==> config.mk <==
export PLATFORM = sky130hd
export DESIGN_NAME = sram_arbiter_flat
export DESIGN_NICKNAME = d
export VERILOG_FILES = /design/src/rtl/sram_arbiter_if.sv /design/src/rtl/sram_arbiter.sv /design/src/flat_wrapper.sv
export SDC_FILE = /design/constraint.sdc
export NUM_CORES = 1
export LEC_CHECK = 0
export BUFFER_PORTS_ARGS = -buffer_cell sky130_fd_sc_hd__buf_2
export CORE_MARGIN = 2
export CORE_UTILIZATION = 35
export DETAILED_ROUTE_END_ITERATION = 6
export GPL_TIMING_DRIVEN = 0
export PLACE_DENSITY_LB_ADDON = 0.2
export SYNTH_ARGS = -nofsm -noshare
export SYNTH_HDL_FRONTEND = slang
export SYNTH_SLANG_ARGS = --single-unit
==> constraint.sdc <==
create_clock -name clk -period 3.6 [get_ports clk]
set_input_delay 0.72 -clock clk [delete_from_list [all_inputs] [get_ports clk]]
set_output_delay 0.72 -clock clk [all_outputs]
set_load 0.05 [all_outputs]
==> src/rtl/sram_arbiter_if.sv <==
// Bus bundle between the two SRAM requesters, the arbiter and the SRAM pins.
// The slave modport is the arbiter's view. The master modport is the requester/SRAM-model view.
interface sram_arbiter_if;
    localparam int unsigned AW = 20;
    localparam int unsigned DW = 16;

    logic          a_req;
    logic          a_we;
    logic [AW-1:0] a_addr;
    logic [DW-1:0] a_wdata;
    logic [1:0]    a_be;
    logic          a_ack;
    logic [DW-1:0] a_rdata;

    logic          b_req;
    logic          b_we;
    logic [AW-1:0] b_addr;
    logic [DW-1:0] b_wdata;
    logic [1:0]    b_be;
    logic          b_ack;
    logic [DW-1:0] b_rdata;

    logic [AW-1:0] sram_addr;
    logic [DW-1:0] sram_dq_in;
    logic [DW-1:0] sram_dq_out;
    logic          sram_dq_oe;
    logic          sram_ce_n;
    logic          sram_oe_n;
    logic          sram_we_n;
    logic          sram_ub_n;
    logic          sram_lb_n;
    logic          busy;

    modport slave (
        input  a_req, a_we, a_addr, a_wdata, a_be,
        input  b_req, b_we, b_addr, b_wdata, b_be,
        input  sram_dq_in,
        output a_ack, a_rdata, b_ack, b_rdata,
        output sram_addr, sram_dq_out, sram_dq_oe,
        output sram_ce_n, sram_oe_n, sram_we_n, sram_ub_n, sram_lb_n,
        output busy
    );

    modport master (
        output a_req, a_we, a_addr, a_wdata, a_be,
        output b_req, b_we, b_addr, b_wdata, b_be,
        output sram_dq_in,
        input  a_ack, a_rdata, b_ack, b_rdata,
        input  sram_addr, sram_dq_out, sram_dq_oe,
        input  sram_ce_n, sram_oe_n, sram_we_n, sram_ub_n, sram_lb_n,
        input  busy
    );
endinterface

==> src/rtl/sram_arbiter.sv <==
// Round-robin arbiter sharing one asynchronous 16-bit SRAM between two requesters.
// All SRAM strobes and port outputs are registered. They are computed from the next state.
module sram_arbiter #(
    parameter int unsigned ACCESS_CYCLES = 2
) (
    input  logic            clk,
    input  logic            reset,
    sram_arbiter_if.slave   bus
);
    localparam int unsigned AW    = 20;
    localparam int unsigned DW    = 16;
    localparam int unsigned CNT_W = 4;

    typedef enum logic [1:0] {ST_IDLE, ST_ACCESS, ST_ACK} state_t;

    state_t           r_state,  w_state;
    logic             r_last_b, w_last_b;
    logic [CNT_W-1:0] r_cnt,    w_cnt;
    logic             r_we,     w_we;
    logic [1:0]       r_be,     w_be;
    logic [AW-1:0]    r_addr,   w_addr;
    logic [DW-1:0]    r_dq_out, w_dq_out;
    logic             r_dq_oe,  w_dq_oe;
    logic             r_ce_n,   w_ce_n;
    logic             r_oe_n,   w_oe_n;
    logic             r_we_n,   w_we_n;
    logic             r_ub_n,   w_ub_n;
    logic             r_lb_n,   w_lb_n;
    logic             r_a_ack,  w_a_ack;
    logic             r_b_ack,  w_b_ack;
    logic [DW-1:0]    r_a_rdata, w_a_rdata;
    logic [DW-1:0]    r_b_rdata, w_b_rdata;
    logic             r_busy,   w_busy;
    logic             w_grant;

    // Next state, latched operands and next-cycle strobe values
    always_comb begin
        w_state   = r_state;
        w_last_b  = r_last_b;
        w_cnt     = r_cnt;
        w_we      = r_we;
        w_be      = r_be;
        w_addr    = r_addr;
        w_dq_out  = r_dq_out;
        w_a_rdata = r_a_rdata;
        w_b_rdata = r_b_rdata;
        w_a_ack   = 1'b0;
        w_b_ack   = 1'b0;
        w_dq_oe   = 1'b0;
        w_ce_n    = 1'b1;
        w_oe_n    = 1'b1;
        w_we_n    = 1'b1;
        w_ub_n    = 1'b1;
        w_lb_n    = 1'b1;
        w_grant   = 1'b0;

        case (r_state)
            ST_IDLE: begin
                if (bus.a_req && (!bus.b_req || r_last_b)) begin
                    w_grant  = 1'b1;
                    w_last_b = 1'b0;
                    w_we     = bus.a_we;
                    w_be     = bus.a_be;
                    w_addr   = bus.a_addr;
                    w_dq_out = bus.a_we ? bus.a_wdata : r_dq_out;
                end else if (bus.b_req) begin
                    w_grant  = 1'b1;
                    w_last_b = 1'b1;
                    w_we     = bus.b_we;
                    w_be     = bus.b_be;
                    w_addr   = bus.b_addr;
                    w_dq_out = bus.b_we ? bus.b_wdata : r_dq_out;
                end
                if (w_grant) begin
                    w_cnt   = CNT_W'(ACCESS_CYCLES - 1);
                    w_state = ST_ACCESS;
                end
            end
            ST_ACCESS: begin
                if (r_cnt == '0) begin
                    w_state = ST_ACK;
                    w_dq_oe = r_we;
                    if (r_last_b) begin
                        w_b_ack = 1'b1;
                        if (!r_we) w_b_rdata = bus.sram_dq_in;
                    end else begin
                        w_a_ack = 1'b1;
                        if (!r_we) w_a_rdata = bus.sram_dq_in;
                    end
                end else begin
                    w_cnt = r_cnt - CNT_W'(1);
                end
            end
            ST_ACK:  w_state = ST_IDLE;
            default: w_state = ST_IDLE;
        endcase

        // Strobes follow the latched operands for every cycle spent in ACCESS
        if (w_state == ST_ACCESS) begin
            w_ce_n  = 1'b0;
            w_oe_n  = w_we;
            w_we_n  = ~w_we;
            w_ub_n  = ~w_be[1];
            w_lb_n  = ~w_be[0];
            w_dq_oe = w_we;
        end

        w_busy = (w_state != ST_IDLE);
    end

    always_ff @(posedge clk or posedge reset) begin
        if (reset) begin
            r_state   <= ST_IDLE;
            r_last_b  <= 1'b1;
            r_cnt     <= '0;
            r_we      <= 1'b0;
            r_be      <= '0;
            r_addr    <= '0;
            r_dq_out  <= '0;
            r_dq_oe   <= 1'b0;
            r_ce_n    <= 1'b1;
            r_oe_n    <= 1'b1;
            r_we_n    <= 1'b1;
            r_ub_n    <= 1'b1;
            r_lb_n    <= 1'b1;
            r_a_ack   <= 1'b0;
            r_b_ack   <= 1'b0;
            r_a_rdata <= '0;
            r_b_rdata <= '0;
            r_busy    <= 1'b0;
        end else begin
            r_state   <= w_state;
            r_last_b  <= w_last_b;
            r_cnt     <= w_cnt;
            r_we      <= w_we;
            r_be      <= w_be;
            r_addr    <= w_addr;
            r_dq_out  <= w_dq_out;
            r_dq_oe   <= w_dq_oe;
            r_ce_n    <= w_ce_n;
            r_oe_n    <= w_oe_n;
            r_we_n    <= w_we_n;
            r_ub_n    <= w_ub_n;
            r_lb_n    <= w_lb_n;
            r_a_ack   <= w_a_ack;
            r_b_ack   <= w_b_ack;
            r_a_rdata <= w_a_rdata;
            r_b_rdata <= w_b_rdata;
            r_busy    <= w_busy;
        end
    end

    assign bus.a_ack       = r_a_ack;
    assign bus.b_ack       = r_b_ack;
    assign bus.a_rdata     = r_a_rdata;
    assign bus.b_rdata     = r_b_rdata;
    assign bus.sram_addr   = r_addr;
    assign bus.sram_dq_out = r_dq_out;
    assign bus.sram_dq_oe  = r_dq_oe;
    assign bus.sram_ce_n   = r_ce_n;
    assign bus.sram_oe_n   = r_oe_n;
    assign bus.sram_we_n   = r_we_n;
    assign bus.sram_ub_n   = r_ub_n;
    assign bus.sram_lb_n   = r_lb_n;
    assign bus.busy        = r_busy;
endmodule

==> src/flat_wrapper.sv <==
// flat-port wrapper written by rule: the top's interface ports become plain ports
module sram_arbiter_flat 
#(
    parameter int unsigned ACCESS_CYCLES = 2
)
  (clk, reset, bus_a_req, bus_a_we, bus_a_addr, bus_a_wdata, bus_a_be, bus_b_req, bus_b_we, bus_b_addr, bus_b_wdata, bus_b_be, bus_sram_dq_in, bus_a_ack, bus_a_rdata, bus_b_ack, bus_b_rdata, bus_sram_addr, bus_sram_dq_out, bus_sram_dq_oe, bus_sram_ce_n, bus_sram_oe_n, bus_sram_we_n, bus_sram_ub_n, bus_sram_lb_n, bus_busy);
  sram_arbiter_if bus_i ();
  input  logic clk;
  input  logic reset;
  input wire logic [$bits(bus_i.a_req)-1:0] bus_a_req;
  input wire logic [$bits(bus_i.a_we)-1:0] bus_a_we;
  input wire logic [$bits(bus_i.a_addr)-1:0] bus_a_addr;
  input wire logic [$bits(bus_i.a_wdata)-1:0] bus_a_wdata;
  input wire logic [$bits(bus_i.a_be)-1:0] bus_a_be;
  input wire logic [$bits(bus_i.b_req)-1:0] bus_b_req;
  input wire logic [$bits(bus_i.b_we)-1:0] bus_b_we;
  input wire logic [$bits(bus_i.b_addr)-1:0] bus_b_addr;
  input wire logic [$bits(bus_i.b_wdata)-1:0] bus_b_wdata;
  input wire logic [$bits(bus_i.b_be)-1:0] bus_b_be;
  input wire logic [$bits(bus_i.sram_dq_in)-1:0] bus_sram_dq_in;
  output wire logic [$bits(bus_i.a_ack)-1:0] bus_a_ack;
  output wire logic [$bits(bus_i.a_rdata)-1:0] bus_a_rdata;
  output wire logic [$bits(bus_i.b_ack)-1:0] bus_b_ack;
  output wire logic [$bits(bus_i.b_rdata)-1:0] bus_b_rdata;
  output wire logic [$bits(bus_i.sram_addr)-1:0] bus_sram_addr;
  output wire logic [$bits(bus_i.sram_dq_out)-1:0] bus_sram_dq_out;
  output wire logic [$bits(bus_i.sram_dq_oe)-1:0] bus_sram_dq_oe;
  output wire logic [$bits(bus_i.sram_ce_n)-1:0] bus_sram_ce_n;
  output wire logic [$bits(bus_i.sram_oe_n)-1:0] bus_sram_oe_n;
  output wire logic [$bits(bus_i.sram_we_n)-1:0] bus_sram_we_n;
  output wire logic [$bits(bus_i.sram_ub_n)-1:0] bus_sram_ub_n;
  output wire logic [$bits(bus_i.sram_lb_n)-1:0] bus_sram_lb_n;
  output wire logic [$bits(bus_i.busy)-1:0] bus_busy;
  assign bus_i.a_req = bus_a_req;
  assign bus_i.a_we = bus_a_we;
  assign bus_i.a_addr = bus_a_addr;
  assign bus_i.a_wdata = bus_a_wdata;
  assign bus_i.a_be = bus_a_be;
  assign bus_i.b_req = bus_b_req;
  assign bus_i.b_we = bus_b_we;
  assign bus_i.b_addr = bus_b_addr;
  assign bus_i.b_wdata = bus_b_wdata;
  assign bus_i.b_be = bus_b_be;
  assign bus_i.sram_dq_in = bus_sram_dq_in;
  assign bus_a_ack = bus_i.a_ack;
  assign bus_a_rdata = bus_i.a_rdata;
  assign bus_b_ack = bus_i.b_ack;
  assign bus_b_rdata = bus_i.b_rdata;
  assign bus_sram_addr = bus_i.sram_addr;
  assign bus_sram_dq_out = bus_i.sram_dq_out;
  assign bus_sram_dq_oe = bus_i.sram_dq_oe;
  assign bus_sram_ce_n = bus_i.sram_ce_n;
  assign bus_sram_oe_n = bus_i.sram_oe_n;
  assign bus_sram_we_n = bus_i.sram_we_n;
  assign bus_sram_ub_n = bus_i.sram_ub_n;
  assign bus_sram_lb_n = bus_i.sram_lb_n;
  assign bus_busy = bus_i.busy;
  sram_arbiter #(.ACCESS_CYCLES(ACCESS_CYCLES)) u_core (.clk(clk), .reset(reset), .bus(bus_i));
endmodule
==> results of run 1 <==
-- worst max-delay path, cell delays in order, from the launching register on --
cell and delay, ps:
dfrtp_1 360, inv_1 80, ha_1 210, nor3b_2 170, and3_2 220, nand2b_1 60, buf_2 210, buf_2 290
mux2_2 360
-- Yosys cell counts, drive strengths merged --
master / instances
dfrtp: 81
mux2: 65
nand2: 30
mux2i: 22
o21ai: 22
buf: 9
nor2: 8
dfstp: 6
clkbuf: 5
inv: 5
nand2b: 4
a21o: 3
a21oi: 3
ha: 2
o21a: 2
o32a: 2
or2: 2
a21boi: 1
and2: 1
and2b: 1
and3: 1
nor3: 1
nor3b: 1
o22a: 1
o22ai: 1
or3: 1
or3b: 1
or4: 1
-- state kept, by name (all words and copies together) (netlist names), 2 cells and up --
| signal | count |
|---|---|
| u_core.bus.a_rdata | 16 |
| u_core.bus.sram_addr | 20 |
| u_core.bus.sram_dq_out | 16 |
| u_core.r_state | 2 |
| u_core.r_be | 2 |
| u_core.r_cnt | 4 |
| u_core.bus.b_rdata | 16 |
-- logic make-up after synthesis --
group	after synthesis	synth area share, %
mux	87	26.4
flops	87	58.2
simple gates	52	6.47
compound gates	35	5.47
buf+inv	19	2.77
fa+ha+maj	2	0.667
-- final cells by class --
class	instances	share of cell area (%)
multi-input cells	176	29.1
inverters	5	0.423
clock buffers	12	2.69
well taps	136	3.38
clock inverters	4	1.44
plain buffers	14	1.69
repair buffers	175	17.9
flip-flops and latches	87	43.4
-- cells in the final DEF, fill, tap and decap left out, types with 3 or more instances in the layout --
cell and count:
nand2b_1 4, clkbuf_8 9, dfstp_2 6, a21o_1 3
mux2i_1 22, buf_2 181, mux2_2 55, inv_1 4
clkbuf_1 8, mux2_4 10, nand2_1 30, nor2_1 8
a21oi_1 3, dfrtp_1 81, o21ai_0 21
-- report_power, final --
part	internal, mW	switching, mW	total (mW)
Sequential	1.48	0.238	1.72
Combinational	0.884	2.19	3.07
Clock	0.391	0.325	0.716
Total	2.76	2.75	5.51
-- metal layers --
metal	wire, um	vias to the layer above	track usage, %	part of all wire (%)
met3	703	9	5.21	8.4
met5	0	-	0	0
met4	96	0	4.12	1.1
li1	-	1355	-	-
met2	4050	106	24.8	48
met1	3520	1334	19.3	42
-- path summary, 6_finish.rpt --
kind | from | to | cells past startpoint
worst max-delay path | u_core.r_cnt[0]$_DFFE_PP0P_ | u_core.bus.b_rdata[13]$_DFFE_PP0P_ | 8
worst min-delay path | reset | u_core.bus.a_rdata[0]$_DFFE_PP0P_ | 2
worst max register to register | u_core.r_cnt[0]$_DFFE_PP0P_ | u_core.bus.b_rdata[13]$_DFFE_PP0P_ | 8
worst min register to register | u_core.bus.sram_addr[19]$_DFFE_PP0P_ | u_core.bus.sram_addr[19]$_DFFE_PP0P_ | 2
max in group asynchronous | reset | u_core.r_last_b$_DFFE_PP1P_ | 3
min in group clk | u_core.bus.sram_addr[19]$_DFFE_PP0P_ | u_core.bus.sram_addr[19]$_DFFE_PP0P_ | 2
==> results_dict.tcl, run 1 <==
set metrics [dict create \
    synth_area_leaders "dfrtp_1 (54%), mux2_2 (17%), mux2i_1 (5.9%)" \
    grt_pass1_vias 2882 \
    numCtsBuffers 9 \
    syn-cell-area_um2 3750 \
    drtAntennaViolNets 0 \
    die_area_um2 11600 \
    dp_slack_ps 1340 \
    cts_resized 0 \
    critPathMaxFanout 10 \
    htree_num_levels 3 \
    yosysUniqueCellTypes 32 \
    fill_cells 998 \
    routabilityCongestion 0.697 \
    dr_total_vias 2804 \
    cp-end-kind "flip-flop" \
    ioPinCount 175 \
    instances_no_fill 609 \
    worstPathArrival_ps 2280 \
    setup_viol 0 \
    drive_gt1_share_pct 58.1 \
    grt_util_all_layers_pct 15.2 \
    start_kind "flip-flop" \
    r2r_slack_ps 1540 \
    cellPowerDensity_nw_per_um2 1100 \
    cts_tree "done" \
    fp-row-count 37 \
    clk_latency_ps 340 \
    area_growth_pct 34.1 \
    finalMaxSlewViolations 0 \
    rsz0062_at_grt "false" \
    start_util_pct 36.2 \
    chipWidth_um 108 \
    vias_per_cell 4.60 \
    worst_pin_slew_ps 655 \
    hpwlAfterDp_um 6310 \
    hold_viol 0 \
    leakagePower_nw 2.60 \
    firstDrtPassIters 4 \
    critPathKind "flip-flop to flip-flop" \
    ys_ff_latch 87 \
    fin_nets 568 \
    cts_hold_buf 0 \
    period_share_pct 57.1 \
    overflow 0 \
    synth_top_area_share_pct 54.0 \
    regArea_um2 2180 \
    numPortBuffers 174 \
    hold_path_class "primary input to asynchronous set/reset pin" \
    syn_nets 382 \
    peakVddDrop_mv 0.467 \
    core_um2 10400 \
    relSlewSlack_pct 56.1 \
    cts_setup_buffers 0 \
    cts_root_buf "clkbuf_8" \
    post_dp_cell_area_um2 4820 \
    syn_inst 282 \
    syn_avg_cell_area_um2 13.3 \
    fin_util_pct 48.5 \
    clkTransAtPathRegs_ps 80 \
    grt_max_degree 72 \
    initialDrtViolationCount 102 \
    maxCapViolations 0 \
    power.total_mw 5.51 \
    multi_input_comb_area_um2 1460 \
    die_y_um 108 \
    wl_um 8360 \
    drc 0 \
    design_area_um2 5030 \
    placed_cells 593 \
    whs_ps 304 \
    n_antenna_cell 0 \
    status "completed" \
    ys_seq_area_share_pct 58.2 \
    fin_tns_setup_ps 0 \
    cp_data_required_time_ps 3820 \
    fmax_mhz 486 \
    yosys_warnings 0 \
    finalClockSkew_ps 12.4 \
    fin_ws_ps 1540 \
    yosysTopAreaCell "dfrtp_1" \
    min_period_ps 2060 \
    antenna_found_initial 0 \
    cts_sinks 87 \
    wire_per_inst_um 13.7 \
    clockBufferDepth 2 \
    grt_pass1_wl_um 13800 \
]
Power figures use the tool's default switching activity.
==> run 2: changes to the inputs <==
Clock period 3.6 ns to 1.9 ns, I/O delays scaled along.
==> run 2 against run 1 <==
- the run now ends with negative setup slack left
- total power is 89% higher
- via count is 0.64% higher
- largest cell class unchanged
- clock power is 72% higher
- wire length is 1.2% lower
- combinational power is 93% higher
- first-iteration DRC count is 48% lower
- sequential share of layout area is 0.70 points lower
- utilization is 0.80 points higher
==> results_dict.tcl, run 2 (synthesis results as in run 1) <==
set metrics [dict create \
    grt_pass1_wl_um 13500 \
    cp-end-kind "flip-flop" \
    htree_num_levels 3 \
    min_period_ps 1930 \
    ioPinCount 175 \
    wire_per_inst_um 13.4 \
    wl_um 8260 \
    fin_nets 576 \
    met1_length_um 3670 \
    die_area_um2 11600 \
    layout_common_cells "buf_2 (179), dfrtp_1 (81), mux2_2 (55), nand2_1 (30), mux2i_1 (22)" \
    path_buf_inv 3 \
    violations "negative setup slack" \
    fin_util_pct 49.3 \
    r2r_slack_ps -30 \
    wl_met2_um 3860 \
    critPathKind "flip-flop to flip-flop" \
    cp_top_family "simple AND/OR/NAND/NOR gates" \
    routabilityCongestion 0.717 \
    regArea_um2 2180 \
    setup_viol 10 \
    finalMaxSlewViolations 0 \
    die_y_um 108 \
    vias_per_cell 4.57 \
    clockBufferDepth 2 \
    reg2reg_from "u_core.r_cnt[1]$_DFFE_PP0P_" \
    whs_ps 23.2 \
    peakVddDrop_mv 0.943 \
    multi_input_comb_area_um2 1480 \
    leakagePower_nw 2.63 \
    n_antenna_cell 0 \
    top_layer "met4" \
    numCtsBuffers 9 \
    fmax_mhz 519 \
    layout.cells.most_common "buf_2" \
    cp_data_required_time_ps 2140 \
    largest_reg_flops 20 \
    finalClockSkew_ps 9.48 \
    firstDrtPassIters 4 \
    core_um2 10400 \
    period_share_pct 101 \
    hold_path_class "primary input to asynchronous set/reset pin" \
    initialDrtViolationCount 53 \
    fin_tns_setup_ps -137 \
    start_kind "flip-flop" \
    hold_viol 0 \
    worst_pin_slew_ps 592 \
    rsz0062_at_grt "true" \
    status "finished, violations left" \
    cts_sinks 87 \
    drtAntennaViolNets 0 \
    r2r-end "u_core.bus.a_rdata[2]$_DFFE_PP0P_" \
    crit_path_start "u_core.r_cnt[1]$_DFFE_PP0P_" \
    relSlewSlack_pct 60.3 \
    drive_gt1_share_pct 60.3 \
    clkTransAtPathRegs_ps 90 \
    slowest_delay_ps 410 \
    wl_met3_um 652 \
    chipWidth_um 108 \
    grt_util_all_layers_pct 14.8 \
    r2r_cells 8 \
    start_util_pct 36.2 \
    hpwlAfterDp_um 6190 \
    clk_latency_ps 350 \
    grt_pass1_vias 2898 \
    cts_root_buf "clkbuf_8" \
    overflow 0 \
    dr_total_vias 2822 \
    cellPowerDensity_nw_per_um2 2040 \
    fin_ws_ps -26.1 \
    grt_max_degree 41 \
    fp-row-count 37 \
    numPortBuffers 174 \
    drc 0 \
    cts_tree "done" \
    cp_cell_sequence "inv_2 -> ha_4 -> nor3b_4 -> nand2_1 -> or3_1 -> buf_6 -> buf_12 -> mux2_4" \
    critPathMaxFanout 10 \
    antenna_found_initial 0 \
    area_growth_pct 36.3 \
    crit_slowest_cell "dfrtp_1" \
    maxCapViolations 0 \
    worstPathArrival_ps 2160 \
    fill_cells 993 \
]
-- run 2: cell count changes in the layout (fill, tap and decap cells not counted), moves of 2 or more --
cell / delta
buf_2: -2
clkbuf_1: -4
inv_2: +2
clkinvlp_4: +3
clkbuf_8: +2
bufinv_16: -2
buf_12: +2
buf_4: +7
inv_1: -2
-- run 2: layer usage --
metal,vias to the layer above,global-route usage [%]
li1,1373,-
met3,7,4.66
met2,104,23.9
met5,-,0
met4,0,4.95
met1,1338,18.8
-- run 2: metrics by stage --
stage / setup WS [ps] / std cells / power [mW] / instance area, um^2
2_1_floorplan: 17.8 / 282 / 7.80 / 3750
5_1_grt: -106 / 617 / 11.1 / 5110
4_1_cts: -16.0 / 615 / 10.5 / 5090
6_report: -26.1 / 617 / 10.4 / 5110
3_3_place_gp: -147 / 592 / 9.09 / 4800
3_5_place_dp: -161 / 594 / 9.18 / 4840
-- run 2: how the worst max path moves through the flow --
stage	endpoint	slack (ps)	cells after the start
6_report	u_core.bus.a_rdata[2]$_DFFE_PP0P_	-30	8
5_1_grt	u_core.bus.a_rdata[2]$_DFFE_PP0P_	-110	8
4_1_cts	u_core.bus.a_rdata[2]$_DFFE_PP0P_	-20	8
3_5_place_dp	u_core.bus.b_rdata[5]$_DFFE_PP0P_	-160	8
3_3_place_gp	u_core.bus.b_rdata[2]$_DFFE_PP0P_	-150	8
2_1_floorplan	u_core.bus.a_rdata[0]$_DFFE_PP0P_	20	8
-- run 2: what timing repair did --
item | in CTS | in global routing
pin swaps | 1 | 1
gates resized for setup | 8 | 2
buffers inserted | 5 | 2
hold buffers | 0 | 0
setup endpoints to repair | 26 | 26
-- run 2: layout make-up --
cell class	count	share of cell area, %
flip-flops and latches	87	42.7
multi-input cells	176	29.0
repair buffers	183	18.8
well taps	136	3.33
clock buffers	11	2.96
plain buffers	14	1.93
clock inverters	5	0.783
inverters	5	0.441
-- run 2: worst register-to-register path, stage by stage (launching register included) --
cell,delay (ps)
dfrtp_1,410
inv_2,90
ha_4,120
nor3b_4,210
nand2_1,90
or3_1,320
buf_6,140
buf_12,140
mux2_4,300
-- run 2: report_power, final --
part           total (mW)  leakage [nW]  internal, mW  switching (mW)
Clock                1.23        0.0882         0.554           0.674
Sequential           3.27          1.03          2.81           0.459
Combinational        5.94          1.51          1.77            4.17
